<file path="src/rtl/act_pkg.sv">
// act_pkg: shared definitions for the FP32 activation unit.
//   act_mode_e  - per-beat activation mode encoding
//   FP_SIX      - 6.0f, the ReLU6 clamp value
//   FP_NEG_ZERO - -0.0f, the leaky flush value
//   lane_cls_t  - per-lane classification captured in the first stage
package act_pkg;

  typedef enum logic [1:0] {
    ACT_RELU  = 2'd0,
    ACT_LEAKY = 2'd1,
    ACT_RELU6 = 2'd2,
    ACT_PASS  = 2'd3
  } act_mode_e;

  localparam logic [31:0] FP_SIX      = 32'h40C0_0000;
  localparam logic [31:0] FP_NEG_ZERO = 32'h8000_0000;

  typedef struct packed {
    logic nan;      // exponent all ones, mantissa non-zero
    logic sgn;      // sign bit
    logic e_max;    // exponent all ones (inf or NaN)
    logic e_small;  // exponent <= SHIFT, leaky result would go denormal
    logic gt_six;   // magnitude bits above 6.0 (covers +inf)
  } lane_cls_t;

endpackage

</file>
<file path="src/rtl/act_lane.sv">
// act_lane: one FP32 lane, purely combinational.
//   raw/cls           - classify path, feeds the first pipeline register
//   data/cls_q/mode   - compute path, operates on the registered beat
//   res/hit           - lane result and "zeroed or clamped" flag
module act_lane
  import act_pkg::*;
#(
  parameter int SHIFT = 3
) (
  input  logic [31:0] raw,
  output lane_cls_t   cls,
  input  logic [31:0] data,
  input  lane_cls_t   cls_q,
  input  act_mode_e   mode,
  output logic [31:0] res,
  output logic        hit
);

  localparam logic [7:0] SH = 8'(SHIFT);

  always_comb begin
    cls.e_max   = &raw[30:23];
    cls.nan     = (&raw[30:23]) && (|raw[22:0]);
    cls.sgn     = raw[31];
    cls.e_small = raw[30:23] <= SH;
    cls.gt_six  = raw[30:0] > FP_SIX[30:0];
  end

  always_comb begin
    res = data;
    hit = 1'b0;
    if (!cls_q.nan) begin
      unique case (mode)
        ACT_RELU: if (cls_q.sgn) begin
          res = '0;
          hit = 1'b1;
        end
        ACT_LEAKY: if (cls_q.sgn && !cls_q.e_max) begin
          // exponent-only scaling; results that would be denormal flush to -0
          if (cls_q.e_small) begin
            res = FP_NEG_ZERO;
            hit = 1'b1;
          end else begin
            res = {1'b1, data[30:23] - SH, data[22:0]};
          end
        end
        ACT_RELU6: if (cls_q.sgn) begin
          res = '0;
          hit = 1'b1;
        end else if (cls_q.gt_six) begin
          res = FP_SIX;
          hit = 1'b1;
        end
        default: ;
      endcase
    end
  end

endmodule

</file>
<file path="src/rtl/act_unit.sv">
// act_unit: pipelined multi-lane FP32 activation (ReLU/leaky/ReLU6/pass).
//   clk, rst_n           - clock, async active-low reset
//   in_valid/in_ready    - input handshake; in_data = LANES x FP32, in_mode per beat
//   out_valid/out_ready  - output handshake; out_data held while stalled
//   clr_cnt              - synchronous clear of sat_cnt (beats an increment)
//   sat_cnt              - saturating count of zeroed/clamped lanes
// Stage 1 holds data, mode and classification; stage 2 holds result and count.
module act_unit
  import act_pkg::*;
#(
  parameter int LANES = 4,
  parameter int SHIFT = 3,
  parameter int CNT_W = 16
) (
  input  logic                  clk,
  input  logic                  rst_n,
  input  logic                  in_valid,
  output logic                  in_ready,
  input  logic [32*LANES-1:0]   in_data,
  input  logic [1:0]            in_mode,
  output logic                  out_valid,
  input  logic                  out_ready,
  output logic [32*LANES-1:0]   out_data,
  input  logic                  clr_cnt,
  output logic [CNT_W-1:0]      sat_cnt
);

  localparam int STAGES = 2;
  localparam int CW     = $clog2(LANES + 1);

  // vld_pipe[0] is the incoming beat, [1] stage 1, [2] stage 2
  logic [STAGES:0]             vld_pipe;
  logic                        adv;

  logic [LANES-1:0][31:0]      lane_in;
  lane_cls_t [LANES-1:0]       cls_d;
  logic [LANES-1:0][31:0]      s1_data;
  lane_cls_t [LANES-1:0]       s1_cls;
  act_mode_e                   s1_mode;

  logic [LANES-1:0][31:0]      res;
  logic [LANES-1:0]            hit;
  logic [CW-1:0]               hit_cnt;

  logic [LANES-1:0][31:0]      s2_data;
  logic [CW-1:0]               s2_cnt;
  logic [CNT_W:0]              sat_sum;

  assign lane_in     = in_data;
  assign vld_pipe[0] = in_valid;
  assign adv         = !vld_pipe[2] || out_ready;
  assign in_ready    = !vld_pipe[1] || adv;
  assign out_valid   = vld_pipe[2];
  assign out_data    = s2_data;

  for (genvar g = 0; g < LANES; g++) begin : g_lane
    act_lane #(.SHIFT(SHIFT)) u_lane (
      .raw   (lane_in[g]),
      .cls   (cls_d[g]),
      .data  (s1_data[g]),
      .cls_q (s1_cls[g]),
      .mode  (s1_mode),
      .res   (res[g]),
      .hit   (hit[g])
    );
  end

  always_comb begin
    hit_cnt = '0;
    for (int i = 0; i < LANES; i++) hit_cnt = hit_cnt + CW'(hit[i]);
  end

  // stage 1
  always_ff @(posedge clk or negedge rst_n) begin
    if (!rst_n) begin
      vld_pipe[1] <= 1'b0;
      s1_data     <= '0;
      s1_cls      <= '0;
      s1_mode     <= ACT_RELU;
    end else if (in_ready) begin
      vld_pipe[1] <= vld_pipe[0];
      if (vld_pipe[0]) begin
        s1_data <= lane_in;
        s1_cls  <= cls_d;
        s1_mode <= act_mode_e'(in_mode);
      end
    end
  end

  // stage 2
  always_ff @(posedge clk or negedge rst_n) begin
    if (!rst_n) begin
      vld_pipe[2] <= 1'b0;
      s2_data     <= '0;
      s2_cnt      <= '0;
    end else if (adv) begin
      vld_pipe[2] <= vld_pipe[1];
      if (vld_pipe[1]) begin
        s2_data <= res;
        s2_cnt  <= hit_cnt;
      end
    end
  end

  // one extra bit catches overflow for saturation
  assign sat_sum = {1'b0, sat_cnt} + (CNT_W + 1)'(s2_cnt);

  always_ff @(posedge clk or negedge rst_n) begin
    if (!rst_n)                      sat_cnt <= '0;
    else if (clr_cnt)                sat_cnt <= '0;
    else if (out_valid && out_ready) sat_cnt <= sat_sum[CNT_W] ? '1 : sat_sum[CNT_W-1:0];
  end

endmodule
</file>
<file path="config.mk">
export PLATFORM = sky130hd
export DESIGN_NAME = act_unit
export DESIGN_NICKNAME = d
export VERILOG_FILES = /design/src/rtl/act_pkg.sv /design/src/rtl/act_lane.sv /design/src/rtl/act_unit.sv
export SDC_FILE = /design/constraint.sdc
export NUM_CORES = 1
export LEC_CHECK = 0
export CAP_MARGIN = 40
export CORE_UTILIZATION = 25
export DETAILED_ROUTE_END_ITERATION = 10
export SYNTH_ARGS = -nofsm -noshare
export SYNTH_HDL_FRONTEND = slang
export SYNTH_SLANG_ARGS = --single-unit
</file>
<file path="constraint.sdc">
create_clock -name clk -period 6.9 [get_ports clk]
set_clock_uncertainty 0.05 [all_clocks]
set_input_delay 1.38 -clock clk [delete_from_list [all_inputs] [get_ports clk]]
set_output_delay 1.38 -clock clk [all_outputs]
set_load 0.005 [all_outputs]
</file>
[Word-level counts from Yosys, hierarchy flattened]
Index checks and enable logic that the tools add are counted.
Storage, ports and cells
  memories kept: 0
  logic and storage cells: 139
  memory bits (writable): 0
  register bits after elaboration: 299
  ROM bits: 0
  latch bits: 0
  output and inout bits: 146
Cells by class
  mux-type cells: 59
  add/sub/neg operators: 8
  equal/unequal tests: 2
  $mul: 0
  reductions and logical operators: 29
  $lt $le $gt $ge: 8
  div/mod/pow operators: 0
  shift operators: 0
  bitwise operators: 0
Operators by type and width (count)
  $mux W32: 20
  $pmux W32 S3: 4
  $gt A31 B31 Y1 const B: 4
  $mux W31: 4
  $reduce_or A23 Y1: 4
  $mux W16: 3
  $le A8 B2 Y1 const B: 4
  $reduce_and A8 Y1: 4
  $sub A8 B2 Y8 const B: 4
  $mux W1: 24
  $add A16 B3 Y17: 1
  $pmux W1 S3: 4
  $logic_and A1 B1 Y1: 9
  $logic_not A1 Y1: 6
  $reduce_and A2 Y1: 2
  $add A2 B1 Y3: 1
  $add A3 B1 Y3: 1
  $add A1 B1 Y2: 1
  $eq A2 B1 Y1 const B: 1
  $eq A2 B2 Y1 const B: 1
  $logic_not A2 Y1: 1
  $logic_or A1 B1 Y1: 2
  $reduce_bool A2 Y1: 1

[Depth between registers and ports, before layout]
  depth in word-level cells: 8
  depth in mapped cells: 11

[By module]
A second synthesis with hierarchy kept.
Unflattened totals
  cells, all modules: 1141
  area, all modules: 14169.8 um^2
Modules (own cells, without submodules)
  act_unit: sequential area each 7482.2 um^2, cells an instance 709, times used 1, area each 11477.3 um^2
  act_lane: sequential area each 0.0 um^2, cells an instance 108, times used 4, area each 673.1 um^2

[Worst setup path before layout]
No wires, ideal clock.
  path kind: input to output
  start point: in out_ready
  end point: out in_ready
  path buffers: 0
  data arrival time: 1569 ps
  stages: 1
  setup slack: 3901 ps
  path through: nand3b_1
Between the ends
  longest elaborated chain between the ends: 2
RTL lines
  start, declared: line act_unit.sv:22  | input logic out_ready,
  $logic_or A1 B1 Y1: line act_unit.sv:51  | assign adv = !vld_pipe[2] || out_ready;
  $logic_or A1 B1 Y1: line act_unit.sv:52  | assign in_ready = !vld_pipe[1] || adv;
  end, declared: line act_unit.sv:18  | output logic in_ready,
No other way between the ends.

[Final worst setup path]
Same ends and word-level chain as after synthesis.

==> flow_summary.json <==
{
  "hold_class": "reg2reg",
  "finalPower_mw": 5.291,
  "globalplace.congestion": 0.8543,
  "drt_first_pass_iters": 5,
  "post-cts-setup-buffers": 0,
  "yosysSeqAreaShare_pct": 56.49,
  "power_density_mw_per_mm2": 296.3,
  "routed_wl_microns": 40730,
  "cts.htree.levels": 2,
  "slew_headroom_pct": 29.43,
  "core-area_sq_mm": 0.05151,
  "grt_usage_pct": 15.30,
  "ir_drop_mv": 0.1560,
  "detail_route.wl_per_cell_microns": 17.22,
  "via_per_inst": 4.780,
  "critPathCaptureType": "output port",
  "synth_nets": 1549,
  "cp_cell_sequence": "clkdlybuf4s50_1 -> nand3b_1 -> clkdlybuf4s50_1",
  "crit_type": "in2out",
  "finalSetupViolCount": 0,
  "layout.cells.most_common": "nand2_1",
  "num_rows": 83,
  "final_cell_area_sq_mm": 0.01786,
  "hold_slack_ns": 0.4202,
  "ant_nets": 0,
  "die_area_sq_mm": 0.05319,
  "required_ns": 5.47,
  "grt_first_pass_wirelength_microns": 64200,
  "pre_cts_ws_ns": 2.750,
  "io_buffers": 280,
  "slew_violations": 0,
  "final-instance-count-excl-fill": 2366,
  "crit_top_cell": "clkdlybuf4s50_1",
  "ys_warn_count": 0,
  "cts_root_buf": "clkbuf_16",
  "clock_latency_ns": 0.54,
  "postCtsResizedCells": 0,
  "critPathSlowestCell": "clkdlybuf4s50_1",
  "tns_ns": 0,
  "startpoint_type": "input pin",
  "final_cell_mix": "489 x nand2_1, 295 x dfrtp_1, 279 x clkdlybuf4s50_1, 70 x a22o_1, 61 x nor2_1",
  "synth_ff_type": "dfrtp_1",
  "worst_pin_slew_ns": 1.059,
  "final_util_pct": 34.67,
  "clk_path_buf_depth": 3,
  "dp_hpwl_microns": 28930,
  "syn_to_final_growth_pct": 36.66,
  "drt_iter0_drc": 670,
  "cpPeakStageDelay_ns": 0.55,
  "die_w_microns": 230.6,
  "ys_types": 69,
  "arrival_ns": 2.72,
  "grt_pass1_vias": 11390,
  "ys_ff_latch": 295,
  "final_nets": 1802,
  "grt_max_degree": 171,
  "placed_cell_area_sq_mm": 0.01667,
  "vias": 11310,
  "setup_slack_ns": 2.750,
  "fmax_mhz": 241.0,
  "netlist_area_sq_mm": 0.01307,
  "drc_errors": 0,
  "cap_violations": 0,
  "grt_setup_unrepaired": "false",
  "cts.clk_slew.worst_paths_ns": 0.06,
  "synth_edf_count": 0,
  "overflow": 0,
  "drive_gt1_share_pct": 4.997,
  "synth_top_area_cell": "dfrtp_1",
  "synth_cells": 1403,
  "die_h_microns": 230.6,
  "synth_area_leaders": "dfrtp_1 56%, nand2_1 14%, a22o_1 4.7%",
  "cts_tree": "done",
  "critPathMaxFanout": 4,
  "p_leak_nw": 7.915,
  "initial_utilization_pct": 25.37,
  "placed_cells": 2297,
  "status": "finished clean",
  "report.final.hold_viol_count": 0,
  "min_period_ns": 4.150,
  "cts_hold_buf": 0,
  "io_pins": 281,
  "synth_top_area_share_pct": 56.49,
  "clock-sinks": 295,
  "antenna_found_initial": 10,
  "synth.avg_cell_area_sq_um": 9.314,
  "period_share_pct": 60.14,
  "async_flop_share_pct": 100.0,
  "cts_buffers": 37
}
flip-flops by register name, indices dropped and copies added, names as in the netlist:
signal / count
s1_cls: 16
out_data: 128
out_valid: 1
s1_data: 128
s2_cnt: 3
vld_pipe: 1
s1_mode: 2
sat_cnt: 16
cell usage after synthesis, types with 5 or more instances:
master    count
a41oi_1       8
nand2b_1     13
nor2b_1       8
and2_1        7
o21ai_1      19
o22ai_1       5
nor4_1       26
a22o_1       70
dfrtp_1     295
o31ai_1       8
a211oi_1     12
and3_1        7
nor3b_1       6
buf_1        12
ha_1          9
a31oi_1      11
nor2_1       61
inv_1        19
nand3_1       9
clkbuf_1     61
or3_1         7
mux2i_1       5
a311oi_1      7
buf_2        12
a21oi_1      31
a21o_1        6
o21a_1        5
nor3_1       24
o21ai_0      49
o221ai_1      7
nand4_1      27
nand2_1     491
layer usage:
metal,track usage (%),wire length (microns),up-vias,part of all wire [%]
met3,4.731,2805,64,6.9
met1,19.28,17660,5517,43
li1,-,-,5408,-
met2,25.10,19360,310,48
met5,0,69,-,0.17
met4,4.408,834,10,2.0
cells by family after synthesis:
kind of cell	synth area share [%]
compound gates	15.01
xor+xnor	0.1341
fa+ha+maj	1.168
buf+inv	3.102
flops	56.49
mux	0.5553
simple gates	23.54
worst paths after layout:
kind                           endpoint  depth (start not counted)  slack, ns        start
setup reg to reg              s2_cnt[1]                         12       3.73   s1_mode[1]
hold / removal              s1_data[47]                          2       0.42  s1_data[47]
max in group asynchronous    s1_cls[12]                          2       4.74        rst_n
setup / recovery               in_ready                          3       2.75    out_ready
hold reg to reg             s1_data[47]                          2       0.42  s1_data[47]
min in group asynchronous  out_data[14]                          1       0.69        rst_n
cell type report:
class | instances | area [sq um]
Clock inverter | 10 | 115.1
Tap cell | 680 | 850.8
Timing Repair Buffer | 299 | 3062
Antenna cell | 5 | 12.51
Clock buffer | 54 | 1062
Sequential cell | 295 | 7382
Fill cell | 5312 | 33650
Multi-Input combinational cell | 1004 | 5303
Inverter | 19 | 71.32
critical path, delay by kind of cell:
family                 cells  cell delay, ns
AND/OR/NAND/NOR            1            0.24
buffers and inverters      2            1.09
report_power, final:
part           total, mW  leakage [nW]  internal [mW]  switching (mW)
combinational       1.18          3.63          0.617           0.562
sequential          2.22          3.72           2.01           0.203
clock               1.90         0.565           1.14           0.753
(Power assumes the default switching activity.)
